[src/rtl/guess_entry_pkg.sv]
// Purpose : shared definitions for the guess-entry keypad block (widths, key codes, FSM encodings).
// Latency : n/a (types and constants only).
// Backpressure: n/a.
package guess_entry_pkg;

    localparam int DIG_W     = 4;   // bits per digit / key code
    localparam int DIG_N     = 3;   // digits per guess
    localparam int CNT_W     = 2;   // width of the buffer occupancy count
    localparam int SUB_CNT_W = 8;   // width of the submission counter

    localparam logic [CNT_W-1:0]     CNT_FULL    = 2'd3;
    localparam logic [SUB_CNT_W-1:0] SUB_CNT_MAX = 8'hFF;

    localparam logic [DIG_W-1:0] KEY_BACK_DEF  = 4'hD;
    localparam logic [DIG_W-1:0] KEY_CLEAR_DEF = 4'hE;
    localparam logic [DIG_W-1:0] KEY_ENTER_DEF = 4'hF;

    typedef enum logic {
        ST_ENTRY  = 1'b0,
        ST_SUBMIT = 1'b1
    } state_t;

    // Codes 0-9 are digits; A-F are function keys.
    function automatic logic is_digit(input logic [DIG_W-1:0] code);
        return (code <= 4'd9);
    endfunction

endpackage

[src/rtl/digit_distinct.sv]
// Purpose : flags whether three digits are pairwise distinct.
// Latency : combinational, zero cycles.
// Backpressure: none (pure function of inputs).
// Ports   : dig1..dig3 in (DIG_W each), all_distinct out (1).
module digit_distinct
    import guess_entry_pkg::*;
(
    input  logic [DIG_W-1:0] dig1,
    input  logic [DIG_W-1:0] dig2,
    input  logic [DIG_W-1:0] dig3,
    output logic             all_distinct
);

    assign all_distinct = (dig1 != dig2) && (dig1 != dig3) && (dig2 != dig3);

endmodule

[src/rtl/guess_entry.sv]
// Purpose : keypad entry buffer for a 3-digit guess with back/clear/enter editing and submission.
// Latency : every key takes effect at the sampling edge; outputs reflect it in the next cycle.
// Backpressure: none; keys strobed during the one-cycle SUBMIT state are dropped silently.
// Ports   : clk, reset (async active-low), key_code/key_valid in;
//           oNum1-3/oNumRdy (submitted guess), oDig1-3/oCnt (live buffer),
//           oErr (rejected key pulse), oSubCnt (saturating submission count) out.
module guess_entry
    import guess_entry_pkg::*;
#(
    parameter logic [DIG_W-1:0] KEY_BACK     = KEY_BACK_DEF,
    parameter logic [DIG_W-1:0] KEY_CLEAR    = KEY_CLEAR_DEF,
    parameter logic [DIG_W-1:0] KEY_ENTER    = KEY_ENTER_DEF,
    parameter bit               ALLOW_REPEAT = 1'b0
) (
    input  logic                 clk,
    input  logic                 reset,
    input  logic [DIG_W-1:0]     key_code,
    input  logic                 key_valid,
    output logic [DIG_W-1:0]     oNum1,
    output logic [DIG_W-1:0]     oNum2,
    output logic [DIG_W-1:0]     oNum3,
    output logic                 oNumRdy,
    output logic [DIG_W-1:0]     oDig1,
    output logic [DIG_W-1:0]     oDig2,
    output logic [DIG_W-1:0]     oDig3,
    output logic [CNT_W-1:0]     oCnt,
    output logic                 oErr,
    output logic [SUB_CNT_W-1:0] oSubCnt
);

    state_t                 state_q;
    state_t                 state_d;
    logic [DIG_W-1:0]       dig1_q, dig2_q, dig3_q;
    logic [CNT_W-1:0]       cnt_q;
    logic [DIG_W-1:0]       num1_q, num2_q, num3_q;
    logic                   num_rdy_q;
    logic                   err_q;
    logic [SUB_CNT_W-1:0]   sub_cnt_q;
    logic                   all_distinct;

    // One-hot key actions decoded from the current state and key.
    logic act_push, act_back, act_clear, act_submit, act_err;

    digit_distinct u_digit_distinct (
        .dig1         (dig1_q),
        .dig2         (dig2_q),
        .dig3         (dig3_q),
        .all_distinct (all_distinct)
    );

    // State register.
    always_ff @(posedge clk or negedge reset) begin
        if (!reset) begin
            state_q <= ST_ENTRY;
        end else begin
            state_q <= state_d;
        end
    end

    // Next-state logic: SUBMIT is a single-cycle excursion.
    always_comb begin
        state_d = state_q;
        case (state_q)
            ST_ENTRY:  if (act_submit) state_d = ST_SUBMIT;
            ST_SUBMIT: state_d = ST_ENTRY;
        endcase
    end

    // Output/action logic. Function keys are matched before the digit range so
    // a parameterised function code always wins over a digit interpretation.
    always_comb begin
        act_push   = 1'b0;
        act_back   = 1'b0;
        act_clear  = 1'b0;
        act_submit = 1'b0;
        act_err    = 1'b0;
        if (state_q == ST_ENTRY && key_valid) begin
            if (key_code == KEY_ENTER) begin
                if (cnt_q != CNT_FULL || (!ALLOW_REPEAT && !all_distinct)) begin
                    act_err = 1'b1;
                end else begin
                    act_submit = 1'b1;
                end
            end else if (key_code == KEY_BACK) begin
                act_back = (cnt_q != '0);
            end else if (key_code == KEY_CLEAR) begin
                act_clear = 1'b1;
            end else if (is_digit(key_code)) begin
                if (cnt_q == CNT_FULL) begin
                    act_err = 1'b1;
                end else begin
                    act_push = 1'b1;
                end
            end
        end
    end

    // Entry buffer: slots fill in key order, back clears the highest occupied slot.
    always_ff @(posedge clk or negedge reset) begin
        if (!reset) begin
            dig1_q <= '0;
            dig2_q <= '0;
            dig3_q <= '0;
            cnt_q  <= '0;
        end else if (act_clear || act_submit) begin
            dig1_q <= '0;
            dig2_q <= '0;
            dig3_q <= '0;
            cnt_q  <= '0;
        end else if (act_push) begin
            case (cnt_q)
                2'd0:    dig1_q <= key_code;
                2'd1:    dig2_q <= key_code;
                default: dig3_q <= key_code;
            endcase
            cnt_q <= cnt_q + 2'd1;
        end else if (act_back) begin
            case (cnt_q)
                2'd1:    dig1_q <= '0;
                2'd2:    dig2_q <= '0;
                default: dig3_q <= '0;
            endcase
            cnt_q <= cnt_q - 2'd1;
        end
    end

    // Submitted guess, status pulses and saturating submission counter.
    always_ff @(posedge clk or negedge reset) begin
        if (!reset) begin
            num1_q    <= '0;
            num2_q    <= '0;
            num3_q    <= '0;
            num_rdy_q <= 1'b0;
            err_q     <= 1'b0;
            sub_cnt_q <= '0;
        end else begin
            num_rdy_q <= act_submit;
            err_q     <= act_err;
            if (act_submit) begin
                num1_q <= dig1_q;
                num2_q <= dig2_q;
                num3_q <= dig3_q;
                if (sub_cnt_q != SUB_CNT_MAX) begin
                    sub_cnt_q <= sub_cnt_q + 8'd1;
                end
            end
        end
    end

    assign oNum1   = num1_q;
    assign oNum2   = num2_q;
    assign oNum3   = num3_q;
    assign oNumRdy = num_rdy_q;
    assign oDig1   = dig1_q;
    assign oDig2   = dig2_q;
    assign oDig3   = dig3_q;
    assign oCnt    = cnt_q;
    assign oErr    = err_q;
    assign oSubCnt = sub_cnt_q;

endmodule

[config.mk]
export PLATFORM = sky130hd
export DESIGN_NAME = guess_entry
export DESIGN_NICKNAME = d
export VERILOG_FILES = /design/src/rtl/guess_entry_pkg.sv /design/src/rtl/digit_distinct.sv /design/src/rtl/guess_entry.sv
export SDC_FILE = /design/constraint.sdc
export NUM_CORES = 1
export LEC_CHECK = 0
export CAP_MARGIN = 20
export CORE_UTILIZATION = 53
export DETAILED_ROUTE_END_ITERATION = 16
export PLACE_DENSITY_LB_ADDON = 0.1
export SLEW_MARGIN = 20
export SYNTH_ARGS = -nofsm -noshare
export SYNTH_HDL_FRONTEND = slang
export SYNTH_SLANG_ARGS = --single-unit
[constraint.sdc]
create_clock -name clk -period 5 [get_ports clk]
set_input_delay 0.75 -clock clk [delete_from_list [all_inputs] [get_ports clk]]
set_output_delay 0.75 -clock clk [all_outputs]
set_load 0.01 [all_outputs]
# ---- Word level (Yosys, flattened, before mapping)
# Index checks and enable logic that the tools add are counted.
dict set report totals {
  inputBits 7
  elab_cells 91
  output_inout_bits 36
  register_bits 37
}
dict set report classes {
  n_eq_ne 15
  n_mux 43
  addsub 3
  bitwise 1
  reduce_logical 17
  order_cmp 1
}
# cell count
set ops {}
lappend ops {{4-bit 2-to-1 mux} 15}
lappend ops {{1-bit 2-to-1 mux} 24}
lappend ops {{4-bit equality test (second input constant)} 3}
lappend ops {{4-bit inequality test} 3}
lappend ops {{3-bit by 1-bit inequality test with 1-bit output (second input constant)} 3}
lappend ops {{3-bit AND reduction} 3}
lappend ops {{3-bit nonzero test} 3}
lappend ops {{8-bit by 1-bit adder with 8-bit output (second input constant)} 1}
lappend ops {{8-bit inequality test (second input constant)} 1}
lappend ops {{2-bit 2-to-1 mux} 3}
lappend ops {{2-bit equality test (second input constant)} 2}
lappend ops {{4-bit less-or-equal comparator (second input constant)} 1}
lappend ops {{2-bit OR reduction} 2}
lappend ops {{1-bit logical AND} 3}
lappend ops {{3-bit by 2-bit inequality test with 1-bit output (second input constant)} 1}
lappend ops {{2-bit by 1-bit adder with 2-bit output (second input constant)} 1}
lappend ops {{2-bit by 1-bit equality test with 1-bit output (second input constant)} 1}
lappend ops {{2-bit logical NOT} 1}
lappend ops {{1-bit logical OR} 2}
lappend ops {{2-bit inequality test (second input constant)} 1}
lappend ops {{1-bit case mux with 2 select lines} 1}
lappend ops {{2-bit AND reduction} 1}
lappend ops {{2-bit nonzero test} 1}
lappend ops {{2-bit by 1-bit subtractor with 2-bit output (second input constant)} 1}
lappend ops {{other kinds (2)} 2}

# ---- Depth between registers and ports, before layout
# Gate-level depths: netlist of the first run.
dict set report depth {
  depth_word 11
  depth_mapped 7
  mapped_depth_nobuf 7
}

# ---- Modules after synthesis
# A second synthesis of the first run with hierarchy kept.
dict set report unflattened {
  hier_cells 148
  area_unflattened_um2 1896.8
}
# module cells_per_inst seq_area_each_um2 area_each_um2 instances
set modules_own_cells {}
lappend modules_own_cells {guess_entry 132 925.9 1767.9 1}
lappend modules_own_cells {digit_distinct 16 0.0 128.9 1}

# ---- Least setup slack after synthesis of the first run
# OpenSTA, ideal clock, no wires.
dict set report synth_path {
  path_type {input -> register}
  from {input port key_valid}
  to {register dig3_q[0] (netlist: oDig3[0])}
  stages 7
  t_required_ps 4879
  n_path_buf 1
  slack_ps 2920
  setup_time_ps 121
  arrival_time_ps 1959
  cell_sequence {nor2b_1 buf_2 nand3_1 nor4_2 nand2_1 a32o_1 a22o_1}
}
dict set report synth_between {
  elab_chain_len 5
  elab_cells_between_ends 12
  classes_between {eq/ne (2); mux (6); reduce/logical (4)}
}
# item line_no
set synth_rtl {}
lappend synth_rtl {{start, declared} guess_entry.sv:18} ;# input logic key_valid,
lappend synth_rtl {{1-bit logical AND *} guess_entry.sv:77} ;# if (state_q == ST_ENTRY && key_valid) begin
lappend synth_rtl {{1-bit 2-to-1 mux} guess_entry.sv:77}
lappend synth_rtl {{1-bit logical OR} guess_entry.sv:105} ;# end else if (act_clear || act_submit) begin
lappend synth_rtl {{3-bit by 2-bit inequality test with 1-bit output (no source line) (tied with other cells)} -}
lappend synth_rtl {{3-bit AND reduction (no source line)} -}
lappend synth_rtl {{end signal, assigned} guess_entry.sv:114} ;# default: dig3_q <= key_code;
lappend synth_rtl {{end, declared} guess_entry.sv:33} ;# logic [DIG_W-1:0] dig1_q, dig2_q, dig3_q;
# Every way passes the cells marked *; elsewhere a longest branch is shown, timed or not.
# A chain may end at the register's enable or synchronous reset.

# ---- Worst setup path after layout of the first run
dict set report layout_path {
  from {input port key_valid}
  to {register dig2_q[3] (netlist: oDig2[3])}
}
dict set report layout_between {
  elab_chain_len 5
  elab_cells_between_ends 12
  classes_between {eq/ne (1); mux (6); reduce/logical (5)}
}
# item line_no
set layout_rtl {}
lappend layout_rtl {{1-bit logical AND *} guess_entry.sv:77}
lappend layout_rtl {{1-bit 2-to-1 mux} guess_entry.sv:77}
lappend layout_rtl {{1-bit logical OR} guess_entry.sv:105}
lappend layout_rtl {{3-bit by 1-bit inequality test with 1-bit output (no source line) or 3-bit nonzero test (tied branches)} -}
lappend layout_rtl {{3-bit AND reduction (no source line)} -}
lappend layout_rtl {{end signal, assigned} guess_entry.sv:113} ;# 2'd1: dig2_q <= key_code;
lappend layout_rtl {{end, declared} guess_entry.sv:33}
# Marks and branches as above.

==> results of run 1 <==
flip-flops by register name (all words and copies together) (netlist names):
signal	flops
state_q	1
oNum1	4
oDig1	4
oNum2	4
oDig3	4
oNum3	4
oErr	1
oNumRdy	1
oSubCnt	8
oCnt	2
oDig2	4
synth_stat cells (all sizes together):
library cell	n
a211oi	1
a21boi	1
a21oi	1
a22o	4
a32o	11
and2	1
and3	1
buf	4
dfrtp	37
ha	5
inv	8
mux2	14
nand2	9
nand2b	2
nand3	6
nand4	2
nor2	8
nor2b	2
nor3	2
nor3b	1
nor4	3
nor4b	2
o211ai	2
o21ai	2
o41ai	1
xnor2	2
xor2	17
power by group through the flow:
stage                     combinational (mW)  clock [mW]  sequential (mW)
final                                  0.481       0.218            0.474
after global routing                   0.523       0.235            0.488
after CTS                              0.484       0.224            0.474
after detailed placement               0.480           0            0.480
after global placement                 0.467           0            0.477
after floorplan                        0.242           0            0.493
per-stage QoR:
stage	instance area, µm²	util, %	hold slack, ns	instances
5_1_grt	2350	74.5	0.507	239
6_report	2350	74.5	0.467	239
3_5_place_dp	2260	71.8	0.491	231
2_1_floorplan	1820	-	0.454	149
3_3_place_gp	2260	71.8	0.487	231
4_1_cts	2350	74.5	0.494	239
logic make-up (layout without fill, tap and decap cells):
logic type	count (synthesis)	after routing	synth area share (%)
xor gates and xnor gates	19	19	9.15
adders and majority gates	5	5	3.44
and+or+nand+nor	39	39	13.4
AOI/OAI and AO/OA	23	23	11.3
buffers and inverters	12	58	3.09
DFF	37	37	50.9
muxes	14	14	8.67
final timing paths:
| kind | cells past startpoint | slack [ns] | end |
|---|---|---|---|
| worst max register to register | 4 | 2.62 | oDig2[3] |
| worst min register to register | 1 | 0.51 | oSubCnt[7] |
| max in group asynchronous | 1 | 4.03 | oSubCnt[1] |
| worst max-delay path | 5 | 2.14 | oDig2[3] |
| min in group clk | 1 | 0.51 | oSubCnt[7] |
| worst min-delay path | 1 | 0.47 | oDig2[1] |
metal layers:
layer / part of all wire, % / GRT usage (%)
met2: 47 / 36.3
met3: 6.1 / 8.74
met4: 2.4 / 13.0
met5: 0 / 0
met1: 44 / 30.4
placed cells by master (no fill, tap or decap), types with 4 or more instances in the layout:
master and n:
clkbuf_4 5, ha_1 5, dfrtp_1 37, a32o_1 11, a22o_1 4, inv_1 8, nand3_1 5, nor2_1 8
xor2_1 17, nand2_1 9, clkdlybuf4s50_1 41, mux2_2 14
final cells by class:
class	count	area (µm²)
multi-input cells	100	837
repair buffers	42	415
clock buffers	7	55.1
inverters	8	30.0
clock inverters	1	30.0
fillers	253	805
flip-flops and latches	37	926
well taps	44	55.1
==> impl_metrics.toml, run 1 <==
[logic_synthesis]
syn_area_per_cell_um2 = 12.2
syn_inst = 149
syn-num-nets = 161
synth-seq-cells = 37
synth_warnings = 0
netlist_area_mm2 = 0.00182
synthDistinctLibCells = 32
yosysTopAreaCell = "dfrtp_1"
synthTopCellsByArea = "dfrtp_1 51%, mux2_2 8.7%, xor2_1 8.2%"
yosysSeqAreaShare_pct = 50.9
synth_top_cell_area_share_pct = 50.9

[layout]
drive_gt1_share_pct = 14.4
antenna_cells = 0
syn2layout_area_growth_pct = 29.1
layout.nets = 206

[clock_network]
cts_max_path_buffers = 2
cts_resized = 0
clk_latency_ns = 0.35
path_clk_slew_ns = 0.11
cts_max_level = 2
cts_tree = "yes"
hold_buffers = 0
numCtsBuffers = 5
cts_sinks = 37
cts-root-buf = "clkbuf_4"
post_cts_buffers = 0

[sta]
setup-tns-final_ns = 0
clock.fmax_mhz = 349
finalHoldViolations = 0
fin_crit_sh_pct = 57.3
maxSlewViolCount = 0
rsz0062_at_grt = "false"
clock_skew_ns = 0.00941
setup_slack_ns = 2.14
max_slew.worst_pin.slew_ns = 0.784
finalCriticalPeriod_ns = 2.86
setup_viol = 0
relSlewSlack_pct = 47.7

[placed_design]
routabilityCongestion = 0.805
io_buffers = 42
hpwl_um = 2620
post-place-ws_ns = 1.79

[setup_path]
critPathSlowestCell = "nand3_2"
path_delay_family = "simple AND/OR/NAND/NOR gates"
cp_num_buf_inv = 1
slowest_delay_ns = 0.65
critPathLaunch = "key_valid"
cp-end-kind = "flip-flop"
cp-start-kind = "input pin"
worstPathMaxFanout = 23
cpMostUsedCell = "a32o_1"
setup.worst_path.class = "input pin to flip-flop"
arrival_ns = 3.10
crit_chain = "clkdlybuf4s50_1, nor2b_1, nand3_2, a32o_1, a32o_1"
crit_required_ns = 5.24
r2r-start = "state_q"

[route]
viasPerCell = 5.77
drc = 0
ant_nets = 0
drt-pass1-iter-count = 4
wl_um = 3770
drt_iter0_markers = 49
vias = 1380
wl_per_cell_um = 15.8

[pwr]
total_power_mw = 1.17
intPower_mw = 0.754
p_seq_share_pct = 40.4
pwr-share-comb_pct = 41.0
p_clk_share_pct = 18.6
p_per_area_mw_per_mm2 = 499
peakVddDrop_v = 0.000295
p_sw_share_pct = 35.7
p_sw_mw = 0.419
leakagePower_nw = 1.13

[floorplanning]
io_pins = 43
placementRows = 20
die_w_um = 60.6
die-area_mm2 = 0.00367
dieHeight_um = 60.6
core_mm2 = 0.00315
initial_core_util_pct = 57.7

[global_route]
grt_max_degree = 38
antenna_found_initial = 0
overflow = 0
grt_pass1_wl_um = 6220
grt_use_total_pct = 24.1
grt_pass1_vias = 1346

[run_status]
status = "finished, final reports clean"

[flow_run]
cap_violations = 0

[hold_path]
hold_class = "input pin to asynchronous set/reset pin"
Note: power is estimated with default switching activity, not from simulation.
==> run 2: changes to the inputs <==
Settings changed: CORE_UTILIZATION 53 to 44.
Clock period 5 ns to 2.5 ns, I/O delays scaled along.
==> run 2 against run 1 <==
  * Cell area up 2.5%
  * Worst setup slack worse by 1.9 ns
  * Core utilization down 14 points
  * Clock skew down 0.0055 ns
  * Wire length up 6.8%
  * Clock-buffer cell count down 1
  * Sequential power up 100%
  * Critical endpoint is now oDig3[2]
  * Critical path depth up 2
  * Highest routed layer unchanged
  * Hold slack worse by 0.30 ns
  * Die area up 20%
  * Combinational power up 110%
==> impl_metrics.toml, run 2 (synthesis gave the netlist of run 1 again) <==
[setup_path]
crit_required_ns = 2.68
arrival_ns = 2.40
r2r-start = "oCnt[0]"
critPathLaunch = "key_valid"
setup.worst_path.class = "input pin to flip-flop"
cp-start-kind = "input pin"
reg2reg_depth = 6
cp-end-kind = "flip-flop"
worstPathMaxFanout = 5

[placed_design]
dpl-instance-area_mm2 = 0.00232
routabilityCongestion = 0.834
placedCellCount = 244
hpwl_um = 2970
post-place-ws_ns = 0.0534
io_buffers = 42

[pwr]
p_sw_share_pct = 36.7
p_seq_share_pct = 40.7
peakVddDrop_v = 0.000518
leakagePower_nw = 1.16
p_per_area_mw_per_mm2 = 969
p_clk_share_pct = 16.8
p_sw_mw = 0.857
intPower_mw = 1.48
total_power_mw = 2.33
pwr-share-comb_pct = 42.5

[floorplanning]
die-area_mm2 = 0.00440
initial_core_util_pct = 45.8
die_w_um = 66.3
core_mm2 = 0.00397
dieHeight_um = 66.3
placementRows = 23
io_pins = 43

[sta]
rsz0062_at_grt = "false"
setup_viol = 0
setup_slack_ns = 0.275
finalCriticalPeriod_ns = 2.22
fin_crit_sh_pct = 89.0
relSlewSlack_pct = 46.5
clock_skew_ns = 0.00395
finalHoldViolations = 0
setup-tns-final_ns = 0
clock.fmax_mhz = 450
maxSlewViolCount = 0
max_slew.worst_pin.slew_ns = 0.803
whs_ns = 0.169

[clock_network]
cts_max_path_buffers = 2
numCtsBuffers = 5
cts_tree = "yes"
path_clk_slew_ns = 0.07
cts_resized = 0
cts_max_level = 2
post_cts_buffers = 0
clk_latency_ns = 0.29
cts_sinks = 37
cts-root-buf = "clkbuf_8"
hold_buffers = 0

[route]
wl_um = 4030
drt-pass1-iter-count = 5
drc = 0
viasPerCell = 5.54
drt_iter0_markers = 73
ant_nets = 0
vias = 1395
wl_per_cell_um = 16.0

[global_route]
grt_pass1_vias = 1331
overflow = 0
antenna_found_initial = 0
grt_use_total_pct = 20.7
grt_pass1_wl_um = 6560
grt_max_degree = 38

[layout]
final_area_mm2 = 0.00241
stdcell_count = 252
layout.nets = 213
multiInputGateArea_um2 = 837
syn2layout_area_growth_pct = 32.3
drive_gt1_share_pct = 17.3
layout_commonest_cell = "clkdlybuf4s50_1"
num-fill-cells = 322
fin_util_pct = 60.6
regArea_um2 = 926
largest_reg_flops = 8
layout_common_cells = "41 x clkdlybuf4s50_1, 37 x dfrtp_1, 17 x xor2_1"
antenna_cells = 0

[hold_path]
hold_class = "input pin to asynchronous set/reset pin"

[flow_run]
cap_violations = 0

[run_status]
status = "finished, final reports clean"
==> run 2: area by class of cell <==
class | count | share of cell area, %
repair buffers | 49 | 19.4
clock buffers | 6 | 3.02
flip-flops and latches | 37 | 38.5
multi-input cells | 100 | 34.8
clock inverters | 2 | 0.416
inverters | 8 | 1.25
well taps | 50 | 2.60
==> run 2: power groups by stage <==
stage          clock network, mW  registers (mW)  logic (mW)
4_1_cts                    0.411           0.955       0.989
6_report                   0.392           0.950       0.990
5_1_grt                    0.432           0.981        1.08
3_3_place_gp                   0           0.947       0.967
2_1_floorplan                  0           0.985       0.483
3_5_place_dp                   0           0.964       0.979
==> run 2: final timing paths <==
check                      slack, ns         end
setup / recovery                0.28    oDig3[2]
hold / removal                  0.17  oSubCnt[5]
max in group asynchronous       1.82    oNum1[3]
min in group clk                0.51    oNum2[0]
hold reg to reg                 0.51    oNum2[0]
setup reg to reg                0.35    oDig3[2]
==> run 2: per-layer routing <==
metal	GRT usage (%)	part of all wire, %
met2	29.8	47
met5	0	0
met3	6.38	5.0
met1	27.8	45
met4	10.4	2.1
==> run 2: critical path: stages <==
cell and delay (ns):
clkdlybuf4s50_1 0.46, nor2b_1 0.30, nand3_1 0.13, nor4_2 0.40
nand2_1 0.16, a32o_1 0.36, a22o_1 0.21
